--- config.mk ---
export PLATFORM = sky130hd
export DESIGN_NAME = core_run_ctrl
export DESIGN_NICKNAME = d
export VERILOG_FILES = /design/src/rtl/core_run_ctrl.sv
export SDC_FILE = /design/constraint.sdc
export NUM_CORES = 1
export LEC_CHECK = 0
export ABC_CLOCK_PERIOD_IN_PS = 9500
export CORE_AREA = 2 2 92 94
export DETAILED_ROUTE_END_ITERATION = 10
export DIE_AREA = 0 0 94 96
export DONT_BUFFER_PORTS = 1
export GPL_TIMING_DRIVEN = 0
export PLACE_DENSITY = 0.53
export REMOVE_ABC_BUFFERS = 1
export SYNTH_ARGS = -nofsm -noshare
export SYNTH_HDL_FRONTEND = slang
export SYNTH_SLANG_ARGS = --single-unit
--- constraint.sdc ---
create_clock -name CLK -period 9.5 [get_ports CLK]
set_input_delay 1.425 -clock CLK [delete_from_list [all_inputs] [get_ports CLK]]
set_output_delay 1.425 -clock CLK [all_outputs]
set_load 0.03 [all_outputs]
--- src/rtl/core_run_ctrl.sv ---
// core_run_ctrl: core reset sequencing, run gating and cycle/retire counting.
// Define RUN_CTRL_INSTRET_EN to build the INSTRET counter; otherwise INSTRET is 0.
module core_run_ctrl #(
  parameter int RST_CYCLES = 6,
  parameter int CNT_W      = 32,
  parameter int TIMEOUT    = 50,
  parameter int AUTO_START = 1
) (
  input  logic             CLK,
  input  logic             RESET,
  input  logic             START,
  input  logic             HALT_REQ,
  input  logic             RETIRE,
  output logic             CORE_RESET,
  output logic             CORE_EN,
  output logic             RUNNING,
  output logic             DONE,
  output logic             TIMED_OUT,
  output logic [CNT_W-1:0] CYCLE_COUNT,
  output logic [CNT_W-1:0] INSTRET
);

  localparam logic [1:0] S_IDLE = 2'd0;
  localparam logic [1:0] S_HOLD = 2'd1;
  localparam logic [1:0] S_RUN  = 2'd2;
  localparam logic [1:0] S_FIN  = 2'd3;
  localparam logic [1:0] S_RST  = (AUTO_START != 0) ? S_HOLD : S_IDLE;

  localparam int HW = (RST_CYCLES > 1) ? $clog2(RST_CYCLES) : 1;
  localparam logic [HW-1:0]    HOLD_LAST = HW'(RST_CYCLES - 1);
  localparam logic [CNT_W-1:0] TMO       = CNT_W'(TIMEOUT);

  logic [1:0]       state_q, state_d;
  logic [HW-1:0]    hold_q, hold_d;
  logic             crst_q, crst_d;
  logic             run_q, run_d;
  logic             done_q, done_d;
  logic             tmo_q, tmo_d;
  logic [CNT_W-1:0] cyc_q, cyc_d;
  logic [CNT_W-1:0] cyc_inc;
  logic             restart;

  assign cyc_inc = (&cyc_q) ? cyc_q : cyc_q + CNT_W'(1);

  always_comb begin
    state_d = state_q;
    hold_d  = hold_q;
    crst_d  = crst_q;
    run_d   = run_q;
    done_d  = done_q;
    tmo_d   = tmo_q;
    cyc_d   = cyc_q;
    restart = 1'b0;
    unique case (state_q)
      S_IDLE: restart = START;
      S_HOLD: begin
        hold_d = hold_q + HW'(1);
        if (hold_q == HOLD_LAST) begin
          state_d = S_RUN;
          crst_d  = 1'b0;
          run_d   = 1'b1;
        end
      end
      S_RUN: begin
        cyc_d = cyc_inc;
        // halt has priority over a timeout landing on the same edge
        if (HALT_REQ) begin
          state_d = S_FIN;
          run_d   = 1'b0;
          done_d  = 1'b1;
          tmo_d   = 1'b0;
        end else if (TIMEOUT != 0 && cyc_inc == TMO) begin
          state_d = S_FIN;
          run_d   = 1'b0;
          done_d  = 1'b1;
          tmo_d   = 1'b1;
        end
      end
      S_FIN: restart = START;
      default: state_d = S_RST;
    endcase
    if (restart) begin
      state_d = S_HOLD;
      hold_d  = '0;
      crst_d  = 1'b1;
      run_d   = 1'b0;
      done_d  = 1'b0;
      tmo_d   = 1'b0;
      cyc_d   = '0;
    end
  end

  always_ff @(posedge CLK or posedge RESET) begin
    if (RESET) begin
      state_q <= S_RST;
      hold_q  <= '0;
      crst_q  <= 1'b1;
      run_q   <= 1'b0;
      done_q  <= 1'b0;
      tmo_q   <= 1'b0;
      cyc_q   <= '0;
    end else begin
      state_q <= state_d;
      hold_q  <= hold_d;
      crst_q  <= crst_d;
      run_q   <= run_d;
      done_q  <= done_d;
      tmo_q   <= tmo_d;
      cyc_q   <= cyc_d;
    end
  end

  assign CORE_RESET  = crst_q;
  assign CORE_EN     = run_q;
  assign RUNNING     = run_q;
  assign DONE        = done_q;
  assign TIMED_OUT   = tmo_q;
  assign CYCLE_COUNT = cyc_q;

`ifdef RUN_CTRL_INSTRET_EN
  logic [CNT_W-1:0] ret_q, ret_d;

  always_comb begin
    ret_d = ret_q;
    if (restart) begin
      ret_d = '0;
    end else if (state_q == S_RUN && RETIRE && !(&ret_q)) begin
      ret_d = ret_q + CNT_W'(1);
    end
  end

  always_ff @(posedge CLK or posedge RESET) begin
    if (RESET) begin
      ret_q <= '0;
    end else begin
      ret_q <= ret_d;
    end
  end

  assign INSTRET = ret_q;
`else
  logic unused_retire;
  assign unused_retire = RETIRE;
  assign INSTRET       = '0;
`endif

endmodule
Yosys cells after proc, flatten, opt, wreduce, memory -nomap -nowiden
Index checks and enable logic that the tools add are counted.
- output and inout bits: 69
- input bits: 5
- word-level logic and storage cells: 53
- register bits: 41
- equal/unequal tests: 7
- reductions and logical operators: 11
- add/subtract/negate cells: 2
- muxes and demuxes: 26
- operator list (operator ; number):
    32-bit two-way mux ; 3
    32-bit by 1-bit adder with 32-bit output, second input constant ; 1
    32-bit by 6-bit equality test with 1-bit output, second input constant ; 1
    32-bit AND reduction ; 1
    1-bit two-way mux ; 15
    2-bit two-way mux ; 4
    3-bit two-way mux ; 2
    2-bit nonzero test ; 3
    3-bit nonzero test ; 2
    2-bit equality test, second input constant ; 2
    4-bit inequality test, second input constant ; 1
    2-bit case mux with 2 select lines ; 1
    2-bit AND reduction ; 2
    3-bit by 1-bit adder with 3-bit output, second input constant ; 1
    3-bit equality test, second input constant ; 1
    3-bit inequality test, second input constant ; 1
    3-bit AND reduction ; 1
    2-bit by 1-bit equality test with 1-bit output, second input constant ; 1
    2-bit zero test ; 1
    1-bit case mux with 2 select lines ; 1
    2-bit OR reduction ; 1

Depth between registers and ports, before layout
Gate-level depths: netlist of run 1.
- depth after elaboration: 7
- depth in mapped cells: 11
- gate-level depth less buffers: 9

Worst setup path after synthesis of run 1
Ideal clock, no wire load.
- path kind: register to register
- start: register cyc_q[1], in the netlist CYCLE_COUNT[1]
- end: register run_q, in the netlist CORE_EN
- library setup time: 120 ps
- stages on the path, launching flop included: 11
- data required time: 9380 ps
- slack: 6047 ps
- data arrival time: 3333 ps
- clock period less this slack: 3453 ps
- path buffers: 1
- cells stage by stage: dfrtp_1 -> ha_1 -> and3_1 -> nand3_1 -> or4_4 -> buf_6 -> a211o_1 -> a21oi_1 -> nand4_1 -> or4_4 -> a41o_1
- longest elaborated chain between the ends: 5
- elaborated cells on any way between the ends: 6
- those cells by class: 1 x add/sub; 2 x eq/ne; 1 x mux; 2 x reduce/logical
- RTL lines (item ; RTL line ; RTL):
    start, declared ; 39 ; logic [CNT_W-1:0] cyc_q, cyc_d;
    start signal, assigned ; 109 ; cyc_q <= cyc_d;
    32-bit by 1-bit adder with 32-bit output / 32-bit AND reduction (equally long branches) ; 43 ; assign cyc_inc = (&cyc_q) ? cyc_q : cyc_q + CNT_W'(1);
    32-bit two-way mux * ; 43 ;
    32-bit by 6-bit equality test with 1-bit output * ; 72 ; end else if (TIMEOUT != 0 && cyc_inc == TMO) begin
    4-bit inequality test (no line) * ; -- ;
    3-bit AND reduction (no line) * ; -- ;
    end signal, assigned ; 106 ; run_q <= run_d;
    end, declared ; 36 ; logic run_q, run_d;
Mark *: on every way between the ends. The rest lies on a longest branch, timed or not.
A chain may end at the register's enable or synchronous reset.

Worst setup path in the final report of run 1
- start: register cyc_q[0], in the netlist CYCLE_COUNT[0]
- end: register run_q, in the netlist CORE_EN
Same word-level chain as after synthesis.

==> impl_metrics.py, run 1 <==
metrics = {
    "clock_tree": {
        "cts_sinks": 41,
        "clk_pin_slew_ps": 80,
        "cts_resized": 0,
        "clock_path_buffers": 2,
        "cts-root-buf": "clkbuf_8",
        "post_cts_buffers": 0,
        "clock_latency_ps": 300,
        "cts_made_buffers": 5,
        "cts_tree": "built",
        "h-tree-depth": 2,
        "cts_hold_buf": 0,
    },
    "layout": {
        "mostFrequentLayoutCell": "nor2_1",
        "drive_gt1_frac": 0.0637,
        "syn_to_final_growth_pct": -0.525,
        "num_antenna_cells": 0,
        "final_nets": 370,
        "final_cell_mix": "nor2_1 (48), dfrtp_1 (39), conb_1 (32)",
        "stdcell_count": 466,
    },
    "timing": {
        "finalSetupTns_ps": 0,
        "fmax_ghz": 0.247,
        "rsz0062_at_grt": "false",
        "period_needed_ps": 4040,
        "worstMarginPinSlew_ps": 881,
        "slew_headroom": 0.412,
        "hold_viol": 0,
        "skew_ps": 10.6,
        "slew_violations": 0,
        "setup_viol": 0,
        "min_period_over_period": 0.425,
    },
    "route": {
        "firstDrtPassIters": 4,
        "drt-total-wl_um": 7610,
        "antenna_left": 0,
        "wl_per_cell_um": 16.3,
        "drt-initial-drc-count": 146,
        "vias_per_cell": 5.46,
        "vias": 2545,
        "drt_drc_violations_left": 0,
    },
    "min_path": {
        "hold_class": "reg2reg",
        "hold_depth": 2,
    },
    "floorplanning": {
        "rows": 33,
        "die_w_um": 94,
        "die_area_um2": 9020,
        "pin_count": 74,
        "core_area_um2": 8050,
        "die_y_um": 96,
        "start_util": 0.385,
    },
    "run_status": {
        "status": "finished, final reports clean",
    },
    "place": {
        "portBuffers": 0,
        "dp_cells": 458,
        "dp_hpwl_um": 5470,
        "gp_congestion": 0.827,
    },
    "grt": {
        "gr-total-overflow": 0,
        "grt_max_degree": 42,
        "antenna_found_initial": 0,
        "grt_pass1_wl_um": 12800,
        "grt_pass1_vias": 2413,
        "track_usage": 0.180,
    },
    "synth": {
        "ys_types": 51,
        "syn_area_um2": 3100,
        "ys.flop_type": "dfrtp_1",
        "synthCells": 377,
        "synth_edf_count": 0,
        "ys_ff_latch": 41,
        "syn_avg_cell_area_um2": 8.22,
        "async_reset_ff_frac": 1.00,
        "synth_warnings": 0,
        "yosysSeqAreaShare": 0.332,
    },
    "pwr": {
        "p_leak_nw": 1.27,
        "peakVddDrop_mv": 0.0805,
        "power_density_nw_per_um2": 169,
    },
    "critical_path": {
        "worstPathMaxFanout": 10,
        "end_kind": "flop",
        "crit_arrival_ps": 4230,
        "critPathRequiredTime_ps": 9690,
        "worstSetupPathType": "reg2reg",
        "cp-start-kind": "flop",
        "reg2regPathDepth": 9,
    },
    "job": {
        "maxCapViolCount": 0,
    },
}
==> Yosys cell counts (2+ instances only) <==
library cell  instances  area [um^2]
mux2i_1               3         30.0
buf_2                 6         30.0
nor2_1               48          180
a211oi_1              3         22.5
nand4_1              18          113
o21ai_0              11         55.1
nor3_1               11         55.1
a41o_1                2         20.0
dfstp_2               2         52.6
o22ai_1               2         12.5
nand2_1              31          116
and4_1                3         26.3
xnor2_1              22          193
ha_1                  5         62.6
inv_1                 9         33.8
clkbuf_1             14         52.6
or3_1                 4         25.0
or2_2                 4         25.0
a21oi_1              10         50.1
a31oi_1               2         12.5
nor4_1                6         37.5
o32a_1                2         20.0
xor2_1               17          149
nor2b_1               2         12.5
and2_1                2         12.5
mux2_2                3         33.8
buf_4                33          248
and3_1               12         75.1
nand3_1              26          130
a41oi_1               2         17.5
or4_1                 3         22.5
dfrtp_1              39          976
or4_4                 2         22.5
==> through the flow <==
| step | worst slack [ps] | power (mW) | area, um^2 | utilization | hold WS (ps) |
|---|---|---|---|---|---|
| after floorplan | 6100 | 0.367 | 2870 | - | 519 |
| after global placement | 5520 | 0.406 | 3000 | 0.372 | 527 |
| after detailed placement | 5500 | 0.411 | 3000 | 0.372 | 543 |
| after CTS | 5470 | 0.527 | 3080 | 0.383 | 556 |
| after global routing | 5260 | 0.561 | 3080 | 0.383 | 570 |
| final | 5460 | 0.520 | 3080 | 0.383 | 547 |
==> final cells by class <==
type                            instances  area (um^2)
Clock buffer                            7         76.3
Clock inverter                          1         5.00
Fill cell                             855         4970
Inverter                                9         33.8
Multi-Input combinational cell        303         1810
Sequential cell                        41         1030
Tap cell                              105          131
==> flip-flops by register name (all words and copies together), names as in the netlist <==
name	flops
hold_q	3
DONE	1
CORE_RESET	1
CORE_EN	1
TIMED_OUT	1
CYCLE_COUNT	32
state_q	2
==> path summary, 6_finish.rpt <==
path                                      from  slack (ps)              end
worst max-delay path            CYCLE_COUNT[0]        5460          CORE_EN
worst min-delay path                CORE_RESET         550       CORE_RESET
worst max register to register  CYCLE_COUNT[0]        5460          CORE_EN
worst min register to register      CORE_RESET         550       CORE_RESET
max in group asynchronous                RESET        7760  CYCLE_COUNT[16]
min in group asynchronous                RESET        1190   CYCLE_COUNT[4]
==> cell families (layout without fill, tap and decap cells) <==
| family | count (synthesis) | after routing | synth area share |
|---|---|---|---|
| buf+inv | 64 | 17 | 0.123 |
| mux | 6 | 6 | 0.0206 |
| flops | 41 | 41 | 0.332 |
| fa+ha+maj | 5 | 5 | 0.0202 |
| simple gates | 180 | 180 | 0.306 |
| other cells | 1 | 32 | 0.00121 |
| xor+xnor | 39 | 39 | 0.110 |
| compound gates | 41 | 41 | 0.0868 |
==> report_power, final <==
group	total [mW]	internal (mW)	switching, mW
clock network	0.115	0.0517	0.0629
registers	0.244	0.196	0.0480
logic	0.161	0.0462	0.115
==> worst max-delay path: stages, from the launching register on <==
cell     delay (ps)
dfrtp_1         680
ha_1            390
and3_1          250
nand3_1         370
nor4_4          570
nor3_1          120
xor2_1          160
or4_1           520
or4_4           600
a41o_1          260
==> per-layer routing <==
layer,share of wire,GRT usage,vias to the layer above
met2,0.48,0.302,90
met4,0.0092,0.0399,0
met1,0.45,0.241,1225
li1,-,-,1221
met5,0,0,-
met3,0.061,0.0376,9
Power figures use the tool's default switching activity.
==> run 2, diff against run 1 <==
- ABC_CLOCK_PERIOD_IN_PS: 9500 -> 3400
- PLACE_DENSITY: 0.53 -> 0.55
- clock period: 9.5 -> 3.4 ns (I/O delays scaled with it)
==> impl_metrics.py, run 2 (synthesized netlist as in run 1, its figures left out) <==
metrics = {
    "timing": {
        "skew_ps": 9.88,
        "worstMarginPinSlew_ps": 878,
        "slew_violations": 0,
        "fmax_ghz": 0.303,
        "hold_viol": 0,
        "hold-worst-slack_ps": 270,
        "setup_viol": 0,
        "finalSetupTns_ps": 0,
        "rsz0062_at_grt": "false",
        "worst_slack_ps": 98.1,
        "min_period_over_period": 0.971,
        "slew_headroom": 0.414,
        "period_needed_ps": 3300,
    },
    "route": {
        "drt_drc_violations_left": 0,
        "wl_per_cell_um": 16.2,
        "vias": 2606,
        "antenna_left": 0,
        "drt-initial-drc-count": 121,
        "drt-total-wl_um": 7740,
        "vias_per_cell": 5.45,
        "firstDrtPassIters": 6,
    },
    "job": {
        "maxCapViolCount": 0,
    },
    "clock_tree": {
        "cts_made_buffers": 5,
        "clk_pin_slew_ps": 80,
        "cts_sinks": 41,
        "cts_tree": "built",
        "cts-root-buf": "clkbuf_8",
        "h-tree-depth": 2,
        "clock_path_buffers": 2,
        "clock_latency_ps": 300,
    },
    "pwr": {
        "peakVddDrop_mv": 0.159,
        "p_leak_nw": 1.30,
        "power_density_nw_per_um2": 460,
        "finalPower_mw": 1.49,
    },
    "place": {
        "dp_cells": 458,
        "dpl_cell_area_um2": 3000,
        "dp_hpwl_um": 5300,
        "gp_congestion": 0.831,
        "portBuffers": 0,
        "pre_cts_slack_ps": -545,
    },
    "layout": {
        "mostFrequentLayoutCell": "nor2_1",
        "stdcell_count": 478,
        "final_cell_mix": "nor2_1 (48), conb_1 (32), nand2_1 (31)",
        "final_util": 0.404,
        "drive_gt1_frac": 0.177,
        "largest_reg_flops": 32,
        "final_area_um2": 3250,
        "num_antenna_cells": 0,
        "final_nets": 382,
        "syn_to_final_growth_pct": 4.89,
    },
    "floorplanning": {
        "core_area_um2": 8050,
        "die_y_um": 96,
        "die_area_um2": 9020,
        "die_w_um": 94,
        "pin_count": 74,
        "rows": 33,
        "start_util": 0.385,
    },
    "grt": {
        "antenna_found_initial": 0,
        "gr-total-overflow": 0,
        "track_usage": 0.174,
        "grt_pass1_wl_um": 12400,
        "grt_pass1_vias": 2426,
        "grt_max_degree": 42,
    },
    "critical_path": {
        "worstPathMaxFanout": 8,
        "worstSetupPathType": "reg2reg",
        "cp-start-kind": "flop",
        "end_kind": "flop",
        "crit_arrival_ps": 3490,
        "critPathRequiredTime_ps": 3580,
    },
    "run_status": {
        "status": "finished, final reports clean",
    },
    "min_path": {
        "hold_class": "in2async",
    },
}
-- run 2: cell count changes in the layout (fill, tap and decap cells not counted), sizes merged --
cell,delta
clkinv,-1
clkbuf,+4
buf,+9
-- run 2: final cells by class --
cell class	count	area, um^2
tap	105	131
clock buffer	8	90.1
sequential	41	1060
multi-input combinational	303	1860
fill	833	4800
inverter	9	33.8
timing repair buffer	12	76.3
-- run 2: worst paths after layout --
kind	from	end	slack, ps	cells after the start
worst max-delay path	CYCLE_COUNT[0]	CORE_EN	100	9
worst max register to register	CYCLE_COUNT[0]	CORE_EN	100	9
min in group CLK	HALT_REQ	DONE	400	2
max in group asynchronous	RESET	CYCLE_COUNT[30]	2520	1
worst min register to register	CORE_RESET	CORE_RESET	550	2
worst min-delay path	RESET	CYCLE_COUNT[20]	270	1
-- run 2: worst max-delay path: stages (launching register included) --
cell and delay, ps:
dfrtp_2 550, ha_4 220, and3_2 240, nand3_4 130, or4_4 630, a211o_1 310
a21oi_2 160, nand4_1 110, or4_4 570, a41o_1 260
-- run 2: timing repair --
action,CTS,global route
endpoints found under the setup margin,22,5
resized for setup,27,8
hold buffers,0,0
pin swaps,1,3
setup buffers,2,10
-- run 2: power breakdown --
part	switching [mW]	internal (mW)	leakage (nW)
clock	0.175	0.166	0.0455
sequential	0.133	0.551	0.516
combinational	0.328	0.142	0.742
-- run 2: routing by layer --
layer,share of wire,vias to the layer above,track usage
li1,-,1246,-
met1,0.46,1269,0.227
met2,0.47,79,0.293
met3,0.059,12,0.0376
met4,0.013,0,0.0495
met5,0,-,0
==> run 3, diff against run 2 <==
- CAP_MARGIN: unset -> 10
==> impl_metrics.py, run 3 (synthesized netlist as in run 1, its figures left out) <==
metrics = {
    "clock_tree": {
        "cts_made_buffers": 5,
        "clock_path_buffers": 2,
        "clock_latency_ps": 300,
        "cts-root-buf": "clkbuf_8",
        "h-tree-depth": 2,
        "cts_sinks": 41,
        "cts_tree": "built",
        "clk_pin_slew_ps": 90,
    },
    "grt": {
        "grt_pass1_vias": 2390,
        "antenna_found_initial": 0,
        "gr-total-overflow": 0,
        "grt_max_degree": 42,
        "track_usage": 0.176,
        "grt_pass1_wl_um": 12500,
    },
    "run_status": {
        "status": "finished, final reports clean",
    },
    "place": {
        "gp_congestion": 0.831,
        "dp_cells": 459,
        "dpl_cell_area_um2": 3030,
        "pre_cts_slack_ps": -560,
        "dp_hpwl_um": 5350,
        "portBuffers": 0,
    },
    "timing": {
        "finalSetupTns_ps": 0,
        "fmax_ghz": 0.302,
        "slew_violations": 0,
        "rsz0062_at_grt": "false",
        "hold-worst-slack_ps": 270,
        "worstMarginPinSlew_ps": 891,
        "skew_ps": 13.4,
        "min_period_over_period": 0.975,
        "slew_headroom": 0.405,
        "hold_viol": 0,
        "worst_slack_ps": 85.4,
        "period_needed_ps": 3310,
        "setup_viol": 0,
    },
    "layout": {
        "largest_reg_flops": 32,
        "syn_to_final_growth_pct": 6.95,
        "regArea_um2": 1060,
        "multi_input_area_um2": 1850,
        "final_cell_mix": "nor2_1 (48), conb_1 (32), nand2_1 (31)",
        "final_area_um2": 3310,
        "drive_gt1_frac": 0.178,
        "stdcell_count": 481,
        "fill_cells": 802,
        "mostFrequentLayoutCell": "nor2_1",
        "final_util": 0.412,
        "final_nets": 385,
        "num_antenna_cells": 0,
    },
    "floorplanning": {
        "die_y_um": 96,
        "pin_count": 74,
        "rows": 33,
        "start_util": 0.385,
        "core_area_um2": 8050,
        "die_area_um2": 9020,
        "die_w_um": 94,
    },
    "route": {
        "drt-total-wl_um": 7760,
        "vias": 2637,
        "vias_per_cell": 5.48,
        "drt_drc_violations_left": 0,
        "drt-initial-drc-count": 145,
        "firstDrtPassIters": 4,
        "antenna_left": 0,
        "wl_per_cell_um": 16.1,
    },
    "critical_path": {
        "worstSetupPathType": "reg2reg",
        "end_kind": "flop",
        "cp-start-kind": "flop",
        "critPathRequiredTime_ps": 3590,
        "crit_arrival_ps": 3510,
        "worstPathMaxFanout": 8,
    },
    "job": {
        "maxCapViolCount": 0,
    },
    "pwr": {
        "peakVddDrop_mv": 0.181,
        "finalPower_mw": 1.55,
        "p_leak_nw": 1.36,
        "power_density_nw_per_um2": 469,
    },
    "min_path": {
        "hold_class": "in2async",
    },
}
run 3: report_power, final:
| part | switching (mW) | internal [mW] | total [mW] | leakage (nW) |
|---|---|---|---|---|
| sequential | 0.135 | 0.552 | 0.687 | 0.516 |
| combinational | 0.333 | 0.171 | 0.504 | 0.794 |
| clock | 0.179 | 0.184 | 0.363 | 0.0542 |
| total | 0.647 | 0.906 | 1.55 | 1.36 |
run 3: path summary, 6_finish.rpt:
path | startpoint | slack (ps) | cells past startpoint | to
worst min register to register | CORE_RESET | 540 | 2 | CORE_RESET
worst min-delay path | RESET | 270 | 1 | CYCLE_COUNT[2]
worst max register to register | CYCLE_COUNT[28] | 90 | 8 | CORE_EN
max in group asynchronous | RESET | 2490 | 1 | CYCLE_COUNT[2]
min in group CLK | HALT_REQ | 400 | 2 | DONE
worst max-delay path | CYCLE_COUNT[28] | 90 | 8 | CORE_EN
run 3: area by class of cell:
type / instances / area share
clock buffers: 7 / 0.0291
clock inverters: 1 / 0.00151
inverters: 9 / 0.0102
multi-input cells: 303 / 0.559
flip-flops and latches: 41 / 0.321
well taps: 105 / 0.0397
repair buffers: 15 / 0.0397
run 3: what timing repair did:
action / in CTS / in global routing
setup buffers: 2 / 12
pin swaps: 1 / 3
resized for setup: 24 / 11
setup endpoints to repair: 21 / 5
hold buffers: 0 / 0
run 3: critical path, stage by stage (launching register included):
cell	delay [ps]
dfrtp_1	640
inv_1	130
or3_4	440
or4_4	560
a211o_1	280
a21oi_1	200
nand4_1	120
or4_4	570
a41o_1	260
run 3: layer usage:
| metal | wire length, um | global-route usage | up-vias |
|---|---|---|---|
| met5 | 0 | 0 | - |
| met4 | 85 | 0.0483 | 0 |
| met3 | 480 | 0.0399 | 7 |
| met2 | 3660 | 0.295 | 92 |
| met1 | 3540 | 0.230 | 1289 |
| li1 | - | - | 1249 |
